### src/rtl/alu_seq_if.sv
// Request/response bundle of the ALU execute unit.
// The slave modport is the execute unit; the master modport is the surrounding datapath.
interface alu_seq_if #(
    parameter int DATA_W  = 32,
    parameter int SHAMT_W = 5
);
    logic [3:0]         ctrl_i;
    logic [DATA_W-1:0]  src1_i;
    logic [DATA_W-1:0]  src2_i;
    logic [SHAMT_W-1:0] shamt_i;
    logic               in_valid_i;
    logic               in_ready_o;
    logic [DATA_W-1:0]  result_o;
    logic               zero_o;
    logic               ovf_o;
    logic               err_o;
    logic               out_valid_o;
    logic               out_ready_i;

    modport slave (
        input  ctrl_i, src1_i, src2_i, shamt_i, in_valid_i, out_ready_i,
        output in_ready_o, result_o, zero_o, ovf_o, err_o, out_valid_o
    );

    modport master (
        output ctrl_i, src1_i, src2_i, shamt_i, in_valid_i, out_ready_i,
        input  in_ready_o, result_o, zero_o, ovf_o, err_o, out_valid_o
    );
endinterface

### src/rtl/alu_seq_exec.sv
// Multi-cycle ALU execute unit: logic/add/sub/slt in one cycle, shifts iterate one bit per cycle.
// Defining ALU_SEQ_BARREL_EN swaps the iterative shifter for a single-cycle barrel shifter.
module alu_seq_exec #(
    parameter int DATA_W  = 32,
    parameter int SHAMT_W = 5
) (
    input logic      clk_i,
    input logic      rst_i,
    alu_seq_if.slave bus
);
    localparam int MSB = DATA_W - 1;

    typedef enum logic [1:0] { S_IDLE, S_SHIFT, S_DONE } state_e;

    state_e             state_q, state_d;
    logic [DATA_W-1:0]  result_q, result_d;
    logic               zero_q, zero_d;
    logic               ovf_q, ovf_d;
    logic               err_q, err_d;
    logic [SHAMT_W-1:0] cnt_q, cnt_d;
    logic [DATA_W-1:0]  work_q, work_d;
    logic               dir_q, dir_d;

    logic signed [DATA_W-1:0] op_a, op_b, sum, diff;
    logic [DATA_W-1:0]        alu_res, work_step;
    logic [SHAMT_W-1:0]       amt;
    logic                     alu_ovf, legal, is_shift, load_res;

    assign op_a      = bus.src1_i;
    assign op_b      = bus.src2_i;
    assign sum       = op_a + op_b;
    assign diff      = op_a - op_b;
    assign work_step = dir_q ? (work_q >> 1) : (work_q << 1);

    // Single-cycle result of the request on the bus; ctrl_i[0] selects right shifts
    always_comb begin
        alu_res  = '0;
        alu_ovf  = 1'b0;
        legal    = 1'b1;
        is_shift = 1'b0;
        amt      = bus.shamt_i;
        case (bus.ctrl_i)
            4'b0000: alu_res = bus.src1_i & bus.src2_i;
            4'b0001: alu_res = bus.src1_i | bus.src2_i;
            4'b0010: begin
                alu_res = sum;
                alu_ovf = (op_a[MSB] == op_b[MSB]) && (sum[MSB] != op_a[MSB]);
            end
            4'b0110: begin
                alu_res = diff;
                alu_ovf = (op_a[MSB] != op_b[MSB]) && (diff[MSB] != op_a[MSB]);
            end
            4'b0111: alu_res = {{MSB{1'b0}}, (op_a < op_b)};
            4'b1000, 4'b1001, 4'b1010, 4'b1011: begin
                is_shift = 1'b1;
                if (bus.ctrl_i[1]) begin
                    amt = bus.src1_i[SHAMT_W-1:0];
                end
`ifdef ALU_SEQ_BARREL_EN
                alu_res = bus.ctrl_i[0] ? (bus.src2_i >> amt) : (bus.src2_i << amt);
`else
                alu_res = bus.src2_i;
`endif
            end
            default: legal = 1'b0;
        endcase
    end

    always_comb begin
        state_d  = state_q;
        result_d = result_q;
        zero_d   = zero_q;
        ovf_d    = ovf_q;
        err_d    = err_q;
        cnt_d    = cnt_q;
        work_d   = work_q;
        dir_d    = dir_q;
        load_res = 1'b0;
        case (state_q)
            S_IDLE: begin
                if (bus.in_valid_i) begin
`ifdef ALU_SEQ_BARREL_EN
                    load_res = 1'b1;
`else
                    if (is_shift && (amt != '0)) begin
                        work_d  = bus.src2_i;
                        cnt_d   = amt;
                        dir_d   = bus.ctrl_i[0];
                        state_d = S_SHIFT;
                    end else begin
                        load_res = 1'b1;
                    end
`endif
                end
            end
`ifndef ALU_SEQ_BARREL_EN
            S_SHIFT: begin
                work_d = work_step;
                cnt_d  = cnt_q - 1'b1;
                if (cnt_q == 1) begin
                    result_d = work_step;
                    zero_d   = (work_step == '0);
                    ovf_d    = 1'b0;
                    err_d    = 1'b0;
                    state_d  = S_DONE;
                end
            end
`endif
            S_DONE: begin
                if (bus.out_ready_i) begin
                    state_d = S_IDLE;
                end
            end
            default: state_d = S_IDLE;
        endcase
        if (load_res) begin
            result_d = alu_res;
            zero_d   = (alu_res == '0);
            ovf_d    = alu_ovf;
            err_d    = ~legal;
            state_d  = S_DONE;
        end
    end

    always_ff @(posedge clk_i) begin
        if (rst_i) begin
            state_q  <= S_IDLE;
            result_q <= '0;
            zero_q   <= 1'b1;
            ovf_q    <= 1'b0;
            err_q    <= 1'b0;
            cnt_q    <= '0;
        end else begin
            state_q  <= state_d;
            result_q <= result_d;
            zero_q   <= zero_d;
            ovf_q    <= ovf_d;
            err_q    <= err_d;
            cnt_q    <= cnt_d;
        end
    end

    // Shift working register is pure datapath; its contents only matter while in SHIFT
    always_ff @(posedge clk_i) begin
        work_q <= work_d;
        dir_q  <= dir_d;
    end

    assign bus.in_ready_o  = (state_q == S_IDLE);
    assign bus.out_valid_o = (state_q == S_DONE);
    assign bus.result_o    = result_q;
    assign bus.zero_o      = zero_q;
    assign bus.ovf_o       = ovf_q;
    assign bus.err_o       = err_q;
endmodule

### src/flat_wrapper.sv
// flat-port wrapper written by rule: the top's interface ports become plain ports
module alu_seq_exec_flat 
#(
    parameter int DATA_W  = 32,
    parameter int SHAMT_W = 5
)
  (clk_i, rst_i, bus_ctrl_i, bus_src1_i, bus_src2_i, bus_shamt_i, bus_in_valid_i, bus_out_ready_i, bus_in_ready_o, bus_result_o, bus_zero_o, bus_ovf_o, bus_err_o, bus_out_valid_o);
  alu_seq_if #(.DATA_W(DATA_W), .SHAMT_W(SHAMT_W)) bus_i ();
  input logic clk_i;
  input logic rst_i;
  input wire logic [$bits(bus_i.ctrl_i)-1:0] bus_ctrl_i;
  input wire logic [$bits(bus_i.src1_i)-1:0] bus_src1_i;
  input wire logic [$bits(bus_i.src2_i)-1:0] bus_src2_i;
  input wire logic [$bits(bus_i.shamt_i)-1:0] bus_shamt_i;
  input wire logic [$bits(bus_i.in_valid_i)-1:0] bus_in_valid_i;
  input wire logic [$bits(bus_i.out_ready_i)-1:0] bus_out_ready_i;
  output wire logic [$bits(bus_i.in_ready_o)-1:0] bus_in_ready_o;
  output wire logic [$bits(bus_i.result_o)-1:0] bus_result_o;
  output wire logic [$bits(bus_i.zero_o)-1:0] bus_zero_o;
  output wire logic [$bits(bus_i.ovf_o)-1:0] bus_ovf_o;
  output wire logic [$bits(bus_i.err_o)-1:0] bus_err_o;
  output wire logic [$bits(bus_i.out_valid_o)-1:0] bus_out_valid_o;
  assign bus_i.ctrl_i = bus_ctrl_i;
  assign bus_i.src1_i = bus_src1_i;
  assign bus_i.src2_i = bus_src2_i;
  assign bus_i.shamt_i = bus_shamt_i;
  assign bus_i.in_valid_i = bus_in_valid_i;
  assign bus_i.out_ready_i = bus_out_ready_i;
  assign bus_in_ready_o = bus_i.in_ready_o;
  assign bus_result_o = bus_i.result_o;
  assign bus_zero_o = bus_i.zero_o;
  assign bus_ovf_o = bus_i.ovf_o;
  assign bus_err_o = bus_i.err_o;
  assign bus_out_valid_o = bus_i.out_valid_o;
  alu_seq_exec #(.DATA_W(DATA_W), .SHAMT_W(SHAMT_W)) u_core (.clk_i(clk_i), .rst_i(rst_i), .bus(bus_i));
endmodule
### config.mk
export PLATFORM = sky130hd
export DESIGN_NAME = alu_seq_exec_flat
export DESIGN_NICKNAME = d
export VERILOG_FILES = /design/src/rtl/alu_seq_if.sv /design/src/rtl/alu_seq_exec.sv /design/src/flat_wrapper.sv
export SDC_FILE = /design/constraint.sdc
export NUM_CORES = 1
export LEC_CHECK = 0
export BUFFER_PORTS_ARGS = -buffer_cell sky130_fd_sc_hd__buf_2
export CAP_MARGIN = 20
export CELL_PAD_IN_SITES_DETAIL_PLACEMENT = 1
export CELL_PAD_IN_SITES_GLOBAL_PLACEMENT = 2
export CORE_MARGIN = 2
export CORE_UTILIZATION = 36
export DETAILED_ROUTE_END_ITERATION = 10
export GPL_TIMING_DRIVEN = 0
export PLACE_DENSITY_LB_ADDON = 0.25
export SLEW_MARGIN = 40
export SYNTH_ARGS = -nofsm -noshare
export SYNTH_HDL_FRONTEND = slang
export SYNTH_SLANG_ARGS = --single-unit
### constraint.sdc
create_clock -name clk_i -period 4.3 [get_ports clk_i]
set_clock_uncertainty 0.05 [all_clocks]
set_input_delay 0.43 -clock clk_i [delete_from_list [all_inputs] [get_ports clk_i]]
set_output_delay 0.43 -clock clk_i [all_outputs]
set_load 0.005 [all_outputs]
# After elaboration in Yosys (flattened, before gate mapping)
# Cells that the tools add are included.
[totals]
output_inout_bits = 37
wordCells = 90
register_bits = 75
[op_classes]
n_lt_le_gt_ge = 1
mux = 32
n_reduce_logical = 19
bitwise_logic = 3
n_eq_ne = 23
n_addsub = 3
[ops]
columns = ["op", "count"]
rows = [
  ["32-bit 2-to-1 mux", 6],
  ["32-bit one-hot mux with 6 select lines", 1],
  ["32-bit zero test", 2],
  ["32-bit one-hot mux with 2 select lines", 1],
  ["32-bit adder", 1],
  ["32-bit AND", 1],
  ["32-bit less-than comparator", 1],
  ["32-bit bitwise OR", 1],
  ["32-bit subtractor", 1],
  ["5-bit 2-to-1 mux", 4],
  ["4-bit equality test (second input constant)", 4],
  ["1-bit 2-to-1 mux", 12],
  ["2-bit 2-to-1 mux", 5],
  ["5-bit one-hot mux with 2 select lines", 1],
  ["9-bit OR reduction", 1],
  ["4-bit by 3-bit equality test with 1-bit output (second input constant)", 2],
  ["4-bit AND reduction", 2],
  ["3-bit by 1-bit != test with 1-bit output (second input constant)", 2],
  ["3-bit by 2-bit != test with 1-bit output (second input constant)", 2],
  ["2-bit one-hot mux with 3 select lines", 1],
  ["3-bit AND reduction", 2],
  ["2-bit nonzero test", 3],
  ["5-bit by 1-bit equality test with 1-bit output (second input constant)", 1],
  ["5-bit nonzero test", 1],
  ["other kinds (17)", 23],
]

# Logic depth before layout (Yosys ltp)
# Gate-level depths: netlist (run 1).
[logic_depth]
ltp_word = 10
mapped_depth = 15
depth_no_buf = 14

# Worst setup path before layout (run 1)
# OpenSTA, ideal clock, no wires.
[synth_path]
path_type = "input -> register"
startpoint = "input bus_src1_i[0]"
endpoint = "register u_core.zero_q (netlist: u_core.bus.zero_o)"
path_slack_ps = 964
t_arrival_ps = 3159
required_time_ps = 4123
path_stages = 14
n_path_buf = 0
cell_sequence = "inv_1 ha_1 fa_1 nor2_1 o311ai_2 a31oi_1 a21oi_1 o311ai_2 a211oi_1 or4b_1 a22oi_1 nor2_1 nand4_1 o41ai_2"
[synth_between]
elab_chain_len = 9
[synth_rtl]
columns = ["item", "line", "rtl"]
rows = [
  ["from (decl)", "flat_wrapper.sv:12", "input wire logic [$bits(bus_i.src1_i)-1:0] bus_src1_i;"],
  ["branches (longest 9 deep; another with 32-bit subtractor)", "--", ""],
  ["to (signal assigned)", "alu_seq_exec.sv:136", "zero_q <= zero_d;"],
  ["to (decl)", "alu_seq_exec.sv:17", "logic zero_q, zero_d;"],
]
# Parallel ways; which one is timed is not known.
# A chain may end at the register's enable or synchronous reset.

# Final worst setup path (run 1)
[layout_path]
startpoint = "input bus_src2_i[13]"
endpoint = "register u_core.zero_q (netlist: u_core.bus.zero_o)"
[layout_between]
elab_chain_len = 4
[layout_rtl]
columns = ["item", "line", "rtl"]
rows = [
  ["from (decl)", "flat_wrapper.sv:13", "input wire logic [$bits(bus_i.src2_i)-1:0] bus_src2_i;"],
  ["32-bit subtractor (tied with other cells)", "alu_seq_exec.sv:32", "assign diff = op_a - op_b;"],
  ["32-bit one-hot mux with 6 select lines (*)", "alu_seq_exec.sv:42", "case (bus.ctrl_i)"],
  ["32-bit zero test (*)", "alu_seq_exec.sv:118", "zero_d = (alu_res == '0);"],
  ["1-bit 2-to-1 mux (*)", "alu_seq_exec.sv:116", "if (load_res) begin"],
]
# Mark *: on every way between the ends. The rest lies on a longest branch, timed or not.

==> results.py, run 1 <==
metrics = {
    "outcome": {
        "outcome": "finished, final reports clean",
    },
    "pwr": {
        "power.density_nw_per_um2": 261,
        "power_leakage_uw": 0.00492,
        "irDropWorstVdd_uv": 140,
    },
    "sta": {
        "post-route-period-util_pct": 94.9,
        "min_period_ns": 4.08,
        "hold_viol_final": 0,
        "timing.fmax_mhz": 245,
        "setup_viol": 0,
        "holdWs_ns": 0.260,
        "maxSlewHeadroom_pct": 44.5,
        "timing_worst_slew_pin_value_ns": 0.828,
        "report.final.slew_viol_count": 0,
        "setup_slack_ns": 0.217,
        "rsz0062_at_grt": "false",
    },
    "placed_design": {
        "place_ws_ns": -0.153,
        "place_hpwl_microns": 36000,
        "postPlaceCellArea_sq_um": 10900,
        "portBuffers": 111,
        "routabilityCongestion": 0.973,
    },
    "drt": {
        "wl_per_cell_microns": 25.6,
        "vias": 10800,
        "drt-total-wl_microns": 45000,
        "drc": 0,
        "antenna_left": 0,
        "viasPerCell": 6.15,
        "first_iter_violations": 973,
        "drt_first_pass_iters": 5,
    },
    "synth": {
        "synth_flop_cell": "dfxtp_1",
        "synth_mux_area_share_pct": 3.69,
        "synth_xor_area_share_pct": 0.622,
        "ys_seq_area_share_pct": 18.6,
        "avgSynthCellArea_sq_um": 7.67,
        "synthAdderAreaFrac_pct": 14.4,
        "ys.warnings.count": 0,
        "syn_nets": 1475,
        "synth_top_family_by_area": "compound AO/OA/AOI/OAI gates",
        "synth-seq-cells": 75,
        "async_reset_ff_share_pct": 0,
        "synthSimpleGateAreaFrac_pct": 21.3,
        "synth_cell_types": 108,
        "synth-compound-area-share_pct": 32.6,
        "synth-edff-count": 33,
        "netlist_area_sq_um": 9860,
        "synthCells": 1286,
    },
    "finish": {
        "nets": 1600,
        "syn_to_final_growth_pct": 14.2,
        "final_cell_mix": "138 x nor2_1, 126 x buf_2, 110 x ha_1",
        "diodes": 0,
        "final_common_cell": "nor2_1",
        "fillers": 3412,
        "finish.instance_area_sq_um": 11300,
        "fin_util_pct": 41.8,
        "layout-drive-gt1-share_pct": 15.7,
    },
    "worst_hold_path": {
        "whs_path_depth": 1,
        "hp-class": "primary input to register",
    },
    "floorplan": {
        "io_pins": 114,
        "start_util_pct": 36.6,
        "rows": 60,
        "die_area_sq_um": 28700,
        "chipWidth_microns": 170,
        "die_h_microns": 170,
        "design.core.area_sq_um": 27000,
    },
    "worst_setup_path": {
        "crit_required_ns": 4.50,
        "critPathArrivalTime_ns": 4.28,
        "startpoint_type": "primary input",
        "crit_fanout": 10,
        "cp-end-kind": "register",
        "crit_start": "bus_src2_i[13]",
        "critical_path_class": "primary input to register",
        "r2r_end": "u_core.bus.zero_o$_SDFFE_PP1P_",
        "rr_worst_depth": 13,
        "r2r_slack_ns": 0.65,
        "r2r-start": "u_core.cnt_q[0]$_SDFFE_PP0P_",
        "crit_end": "u_core.bus.zero_o$_SDFFE_PP1P_",
    },
    "clock_tree": {
        "root_buffer": "clkbuf_16",
        "htree_levels": 3,
        "numCtsBuffers": 9,
        "cts_tree": "yes",
        "cts_buffer_depth": 2,
        "post_cts_buffers": 0,
        "cts.clk_slew.worst_paths_ns": 0.06,
        "ctsHoldBuffers": 0,
        "clock-sinks": 75,
        "worst_skew_pair.late_latency_ns": 0.35,
        "cts.repair.resized": 0,
    },
    "global_route": {
        "grt_max_degree": 36,
        "grt_pass1_vias": 11000,
        "grt_use_total_pct": 31.0,
        "grt_pass1_wl_microns": 67100,
        "overflow": 0,
        "grt_antenna_before_repair": 1,
    },
    "job": {
        "drv_cap": 0,
    },
}
-- how the worst min path moves through the flow --
| stage | slack (ns) | endpoint | start |
|---|---|---|---|
| floorplan | 0.40 | u_core.cnt_q[1]$_SDFFE_PP0P_ | u_core.cnt_q[1]$_SDFFE_PP0P_ |
| global placement | 0.41 | u_core.bus.ovf_o$_SDFFE_PP0P_ | u_core.bus.ovf_o$_SDFFE_PP0P_ |
| detailed placement | 0.44 | u_core.cnt_q[1]$_SDFFE_PP0P_ | u_core.cnt_q[1]$_SDFFE_PP0P_ |
| CTS | 0.26 | u_core.dir_q$_DFFE_PP_ | bus_ctrl_i[0] |
| global route | 0.26 | u_core.dir_q$_DFFE_PP_ | bus_ctrl_i[0] |
| finish | 0.26 | u_core.dir_q$_DFFE_PP_ | bus_ctrl_i[0] |
-- stage by stage --
step                      setup TNS (ns)  total power, uW  instances
after detailed placement          -0.153             2020       1741
final                                  0             2940       1757
after global placement            -24.88             2000       1738
after CTS                              0             2920       1757
after floorplan                        0             1590       1286
after global routing                   0             3070       1757
-- registers in the layout (all words and copies together), names as in the netlist --
register,flops
u_core.work_q,32
u_core.dir_q,1
u_core.bus.zero_o,1
u_core.bus.result_o,32
u_core.state_q,2
u_core.cnt_q,5
u_core.bus.ovf_o,1
u_core.bus.err_o,1
-- cell families (layout without fill, tap and decap cells) --
logic type	count (synthesis)	after routing
compound gates	450	450
xor+xnor	7	7
fa+ha+maj	112	112
buf+inv	184	314
flops	75	75
mux	36	36
simple gates	422	422
-- cell type report --
class                           instances  area, sq um  area share [%]
Tap cell                              341          427            3.79
Timing Repair Buffer                  114          576            5.11
Clock inverter                          6          111           0.989
Clock buffer                           10          239            2.12
Sequential cell                        75         1830            16.3
Multi-Input combinational cell       1027         7200            63.9
Buffer                                 77          478            4.24
Inverter                              107          402            3.57
-- critical path: stages --
cell and delay (ns):
buf_2 0.20, inv_1 0.09, ha_1 0.35, buf_1 0.27
a21o_1 0.26, o21bai_1 0.24, a2bb2oi_1 0.37, nand2_1 0.21
o41ai_1 0.51, nor2_1 0.15, a21oi_1 0.18, nand4_1 0.13
nor4_2 0.43, nand4_1 0.16, o41ai_2 0.29
-- power breakdown --
group / total (uW) / switching (uW) / internal, uW
Combinational: 1190 / 773 / 414
Clock: 907 / 323 / 584
Sequential: 848 / 44.8 / 803
-- metal layers --
metal	wire length (microns)	global-route usage, %
met3	2970	5.36
met2	20300	50.4
met5	0	0
met1	19800	40.5
met4	1890	12.9
-- cell usage after synthesis (all sizes together) (8+ instances only) --
library cell,instances,area [sq um]
mux2i,33,330
nor2,141,534
clkbuf,52,305
o21a,12,90.1
a22oi,11,82.6
a21oi,104,536
o21ai,82,410
a211oi,22,195
dfxtp,42,841
a221o,9,90.1
nor2b,21,139
o2111ai,9,78.8
a2111oi,8,72.6
nand2b,15,93.8
nand4,17,113
nor3,26,135
a31oi,14,87.6
a21o,23,175
o21bai,16,120
buf,25,165
a221oi,18,158
nand3,23,115
o31ai,14,119
nor4,16,113
edfxtp,33,991
and2,10,62.6
inv,107,402
ha,110,1380
nand2,105,394
o211ai,26,195
(Power assumes the default switching activity.)
==> run 2: changes to the inputs <==
CORE_ASPECT_RATIO = 0.7   (was default)
==> run 2 against run 1 <==
Compared with the run above: flip-flop and latch count did not move; worst hold slack got worse by 0.018 ns; sequential power barely moved; non-clock buffer count fell by 2; critical endpoint unchanged.
==> results.py, run 2 (synthesis gave the netlist of run 1 again) <==
metrics = {
    "drt": {
        "viasPerCell": 6.20,
        "first_iter_violations": 1150,
        "drt-total-wl_microns": 46800,
        "vias": 11000,
        "antenna_left": 0,
        "wl_per_cell_microns": 26.3,
        "drc": 0,
        "drt_first_pass_iters": 7,
    },
    "sta": {
        "post-route-period-util_pct": 96.9,
        "hold_viol_final": 0,
        "timing_worst_slew_pin_value_ns": 0.816,
        "timing.fmax_mhz": 240,
        "report.final.slew_viol_count": 0,
        "setup_viol": 0,
        "rsz0062_at_grt": "false",
        "min_period_ns": 4.17,
        "maxSlewHeadroom_pct": 44.8,
    },
    "worst_hold_path": {
        "min_to": "u_core.dir_q$_DFFE_PP_",
        "min_from": "bus_ctrl_i[0]",
        "hp-class": "primary input to register",
        "whs_path_depth": 1,
    },
    "global_route": {
        "grt_max_degree": 36,
        "grt_pass1_vias": 10900,
        "grt_use_total_pct": 32.0,
        "grt_antenna_before_repair": 1,
        "grt_pass1_wl_microns": 69000,
        "overflow": 0,
    },
    "worst_setup_path": {
        "critical-path-top-delay-family": "compound AO/OA/AOI/OAI gates",
        "worst_path_most_repeated_cell": "nand4_1",
        "startpoint_type": "primary input",
        "crit_fanout": 10,
        "critical_path.cell_chain": "buf_2, inv_1, ha_1, buf_6, or3_4, o311ai_1, nor2_2, o31ai_4, o2111ai_1, a21oi_1, nand4_1, nor4_2, nand4_1, o41ai_2",
        "crit_required_ns": 4.49,
        "slowest_delay_ns": 0.74,
        "critPathArrivalTime_ns": 4.36,
        "r2r_slack_ns": 0.65,
        "cp-end-kind": "register",
        "critPathBufInv": 3,
        "critical_path_class": "primary input to register",
        "crit_path_top_delay_cell": "o311ai_1",
        "r2r_end": "u_core.bus.zero_o$_SDFFE_PP1P_",
        "rr_worst_depth": 13,
        "r2r-start": "u_core.cnt_q[0]$_SDFFE_PP0P_",
    },
    "clock_tree": {
        "root_buffer": "clkbuf_16",
        "numCtsBuffers": 9,
        "clock-sinks": 75,
        "htree_levels": 3,
        "ctsHoldBuffers": 0,
        "cts.clk_slew.worst_paths_ns": 0.07,
        "cts_buffer_depth": 2,
        "cts_tree": "yes",
        "post_cts_buffers": 0,
        "worst_skew_pair.late_latency_ns": 0.35,
    },
    "floorplan": {
        "rows": 50,
        "design.core.area_sq_um": 26800,
        "die_area_sq_um": 28800,
        "die_h_microns": 142,
        "start_util_pct": 36.7,
        "io_pins": 114,
        "chipWidth_microns": 202,
    },
    "pwr": {
        "power_leakage_uw": 0.00487,
        "power_frac_seq_pct": 30.0,
        "p_int_uw": 1660,
        "p_comb_share_pct": 42.9,
        "irDropWorstVdd_uv": 174,
        "switching_share_pct": 41.3,
        "p_total_uw": 2830,
        "power.density_nw_per_um2": 253,
        "p_sw_uw": 1170,
        "p_clk_share_pct": 27.2,
    },
    "job": {
        "drv_cap": 0,
    },
    "placed_design": {
        "routabilityCongestion": 0.979,
        "postPlaceCellArea_sq_um": 10900,
        "portBuffers": 111,
        "place_hpwl_microns": 37600,
    },
    "finish": {
        "final_cell_mix": "138 x nor2_1, 125 x buf_2, 110 x ha_1",
        "final_common_cell": "nor2_1",
        "diodes": 0,
        "layout-drive-gt1-share_pct": 15.3,
        "finish.instance_area_sq_um": 11200,
        "syn_to_final_growth_pct": 13.8,
        "nets": 1598,
    },
    "outcome": {
        "outcome": "finished, final reports clean",
    },
}
==> run 2: changes by cell type in the layout (fill, tap and decap cells not counted), sizes merged <==
cell      previous run  this run
buf                138       137
bufinv               3         1
clkbuf              63        62
clkinv               1         5
clkinvlp             1         0
inv                108       107
==> run 2: worst max path at each step <==
stage	to	depth (start not counted)	startpoint
finish	u_core.bus.zero_o$_SDFFE_PP1P_	14	bus_src2_i[9]
global placement	u_core.cnt_q[2]$_SDFFE_PP0P_	12	bus_ctrl_i[3]
floorplan	u_core.bus.zero_o$_SDFFE_PP1P_	14	bus_src1_i[0]
global route	u_core.bus.zero_o$_SDFFE_PP1P_	14	bus_src2_i[8]
CTS	u_core.bus.zero_o$_SDFFE_PP1P_	12	bus_ctrl_i[0]
detailed placement	u_core.bus.zero_o$_SDFFE_PP1P_	12	bus_ctrl_i[0]
==> run 2: power groups by stage <==
stage | Sequential [uW] | Clock, uW | Combinational, uW
after detailed placement | 861 | 0 | 1180
after global placement | 861 | 0 | 1160
final | 850 | 769 | 1210
after global routing | 852 | 796 | 1310
after floorplan | 845 | 0 | 744
after CTS | 847 | 767 | 1180
==> run 2: metal layers <==
metal / wire [microns] / vias to the layer above / global-route usage (%) / share of wire (%)
met1: 22000 / 5485 / 46.4 / 47
met2: 19500 / 492 / 48.2 / 42
li1: - / 4989 / - / -
met3: 4410 / 62 / 7.46 / 9.4
met4: 924 / 0 / 6.35 / 2.0
met5: 0 / - / 0 / 0
==> run 2: layout make-up <==
class,count,area [sq um]
clock inverter,6,56.3
buffer,77,474
inverter,107,402
fill,3385,15600
tap,364,455
timing repair buffer,112,563
multi-input combinational,1027,7210
sequential,75,1830
clock buffer,10,229
==> run 2: timing repair <==
item / CTS / global route
resized for setup: 1 / 5
gates cloned: 0 / 0
endpoints found under the setup margin: 1 / 1
==> run 2: per-stage QoR <==
step | util, % | setup slack [ns] | instances | hold WS (ns) | setup TNS (ns)
after floorplan | - | 0.964 | 1286 | 0.399 | 0
after global placement | 40.5 | -0.764 | 1761 | 0.401 | -19.56
after detailed placement | 40.6 | -0.557 | 1762 | 0.440 | -1.06
after CTS | 41.7 | 0.0583 | 1778 | 0.244 | 0
after global routing | 41.8 | 0.0328 | 1778 | 0.235 | 0
final | 41.8 | 0.132 | 1778 | 0.242 | 0
==> run 3: changes to the inputs <==
PLACE_DENSITY = 0.91   (was default)
PLACE_DENSITY_LB_ADDON = default   (was 0.25)
==> run 3 against run 2 <==
Compared with the run above: utilization up 0.27 points; clock power rose by 16%; worst hold slack gained 0.017 ns; total power is 4.4% higher; largest power group unchanged; setup slack worse by 0.020 ns; combinational power barely moved; critical path type unchanged; die area did not move; critical path depth unchanged.
==> results.py, run 3 (synthesis gave the netlist of run 1 again) <==
metrics = {
    "floorplan": {
        "start_util_pct": 36.7,
        "design.core.area_sq_um": 26800,
        "die_area_sq_um": 28800,
        "die_h_microns": 142,
        "io_pins": 114,
        "chipWidth_microns": 202,
        "rows": 50,
    },
    "outcome": {
        "outcome": "finished, final reports clean",
    },
    "clock_tree": {
        "htree_levels": 3,
        "numCtsBuffers": 9,
        "cts_buffer_depth": 2,
        "worst_skew_pair.late_latency_ns": 0.34,
        "root_buffer": "clkbuf_16",
        "cts.clk_slew.worst_paths_ns": 0.06,
        "cts_tree": "yes",
        "clock-sinks": 75,
    },
    "sta": {
        "post-route-period-util_pct": 97.4,
        "min_period_ns": 4.19,
        "report.final.slew_viol_count": 0,
        "holdWs_ns": 0.259,
        "setup_viol": 0,
        "rsz0062_at_grt": "false",
        "maxSlewHeadroom_pct": 40.4,
        "timing.fmax_mhz": 239,
        "timing_worst_slew_pin_value_ns": 0.893,
        "hold_viol_final": 0,
    },
    "finish": {
        "fillers": 3363,
        "nets": 1598,
        "layout-drive-gt1-share_pct": 15.7,
        "final_cell_mix": "138 x nor2_1, 126 x buf_2, 110 x ha_1",
        "final_common_cell": "nor2_1",
        "seq_area_sq_um": 1830,
        "diodes": 0,
        "multi_input_comb_area_sq_um": 7210,
        "final_cells": 1778,
        "syn_to_final_growth_pct": 14.5,
    },
    "drt": {
        "drt-total-wl_microns": 46000,
        "drt_first_pass_iters": 5,
        "antenna_left": 0,
        "vias": 11200,
        "viasPerCell": 6.29,
        "drc": 0,
        "first_iter_violations": 1085,
        "wl_per_cell_microns": 25.9,
    },
    "placed_design": {
        "place_hpwl_microns": 37100,
        "dp.cells": 1762,
        "portBuffers": 111,
        "routabilityCongestion": 0.958,
    },
    "worst_setup_path": {
        "startpoint_type": "primary input",
        "critPathArrivalTime_ns": 4.35,
        "crit_fanout": 10,
        "crit_path_top_delay_cell": "a2111oi_0",
        "cp-end-kind": "register",
        "worst_path_most_repeated_cell": "nand4_1",
        "critical_path.cell_chain": "buf_2, inv_1, ha_1, clkbuf_8, a2111oi_0, a21oi_1, mux2i_1, a211oi_2, nand4b_1, nor3_2, nand4_1, nor4_2, nand4_1, o41ai_2",
        "critical_path_class": "primary input to register",
        "slowest_delay_ns": 0.64,
        "crit_required_ns": 4.46,
    },
    "job": {
        "drv_cap": 0,
    },
    "global_route": {
        "grt_antenna_before_repair": 0,
        "grt_pass1_wl_microns": 69500,
        "grt_use_total_pct": 31.7,
        "overflow": 0,
        "grt_max_degree": 36,
        "grt_pass1_vias": 11100,
    },
    "pwr": {
        "p_sw_uw": 1160,
        "p_int_uw": 1800,
        "p_comb_share_pct": 41.0,
        "power_leakage_uw": 0.00491,
        "p_clk_share_pct": 30.3,
        "power_frac_seq_pct": 28.7,
        "power.density_nw_per_um2": 262,
        "switching_share_pct": 39.1,
        "irDropWorstVdd_uv": 180,
    },
    "worst_hold_path": {
        "hp-class": "primary input to register",
    },
}
## run 3: repair_timing
action | in CTS | in global routing
setup buffers | 0 | 0
resized for setup | 0 | 4
hold buffers | 0 | 0
endpoints found under the setup margin | 0 | 2
endpoints found under the hold margin | 0 | 0
## run 3: per-stage QoR
| stage | setup WS, ns | utilization [%] | power (uW) | setup TNS, ns | instance area [sq um] |
|---|---|---|---|---|---|
| CTS | 0.0177 | 41.9 | 2920 | 0 | 11300 |
| global route | 0.0204 | 42.1 | 3080 | 0 | 11300 |
| finish | 0.111 | 42.1 | 2960 | 0 | 11300 |
| detailed placement | -0.309 | 40.6 | 2030 | -0.480 | 10900 |
| global placement | -0.676 | 40.5 | 2000 | -18.83 | 10900 |
| floorplan | 0.964 | - | 1590 | 0 | 9860 |
## run 3: critical path: cells and delay by family
family	cells	cell delay, ns
AO/OA/AOI/OAI	4	1.67
adder cells (fa/ha/maj)	1	0.38
buffers and inverters	3	0.50
multiplexers	1	0.19
AND/OR/NAND/NOR	5	1.17
## run 3: power groups by stage
stage          clock (uW)  sequential, uW  combinational, uW
5_1_grt               921             852               1310
2_1_floorplan           0             845                744
3_3_place_gp            0             861               1140
4_1_cts               894             847               1180
3_5_place_dp            0             862               1170
6_report              895             850               1210
## run 3: worst paths after layout
path | start | endpoint | slack, ns | cells after the start
max reg2reg | u_core.cnt_q[0]$_SDFFE_PP0P_ | u_core.bus.zero_o$_SDFFE_PP1P_ | 0.39 | 13
min reg2reg | u_core.bus.ovf_o$_SDFFE_PP0P_ | u_core.bus.ovf_o$_SDFFE_PP0P_ | 0.44 | 2
max | bus_src2_i[7] | u_core.bus.zero_o$_SDFFE_PP1P_ | 0.11 | 14
min | bus_ctrl_i[0] | u_core.dir_q$_DFFE_PP_ | 0.26 | 1
## run 3: final cells by class
| cell class | count | share of cell area [%] |
|---|---|---|
| multi-input combinational | 1027 | 63.9 |
| sequential | 75 | 16.2 |
| clock buffer | 10 | 2.12 |
| tap | 364 | 4.03 |
| buffer | 77 | 4.21 |
| inverter | 107 | 3.56 |
| timing repair buffer | 112 | 4.99 |
| clock inverter | 6 | 0.986 |
## run 3: per-layer routing
layer  up-vias  part of all wire, %  GRT usage [%]
li1       5003                    -              -
met2       537                   43           48.7
met1      5591                   47           47.1
met5         -                    0              0
met4         0                  1.7           6.31
met3        55                  8.7           4.17
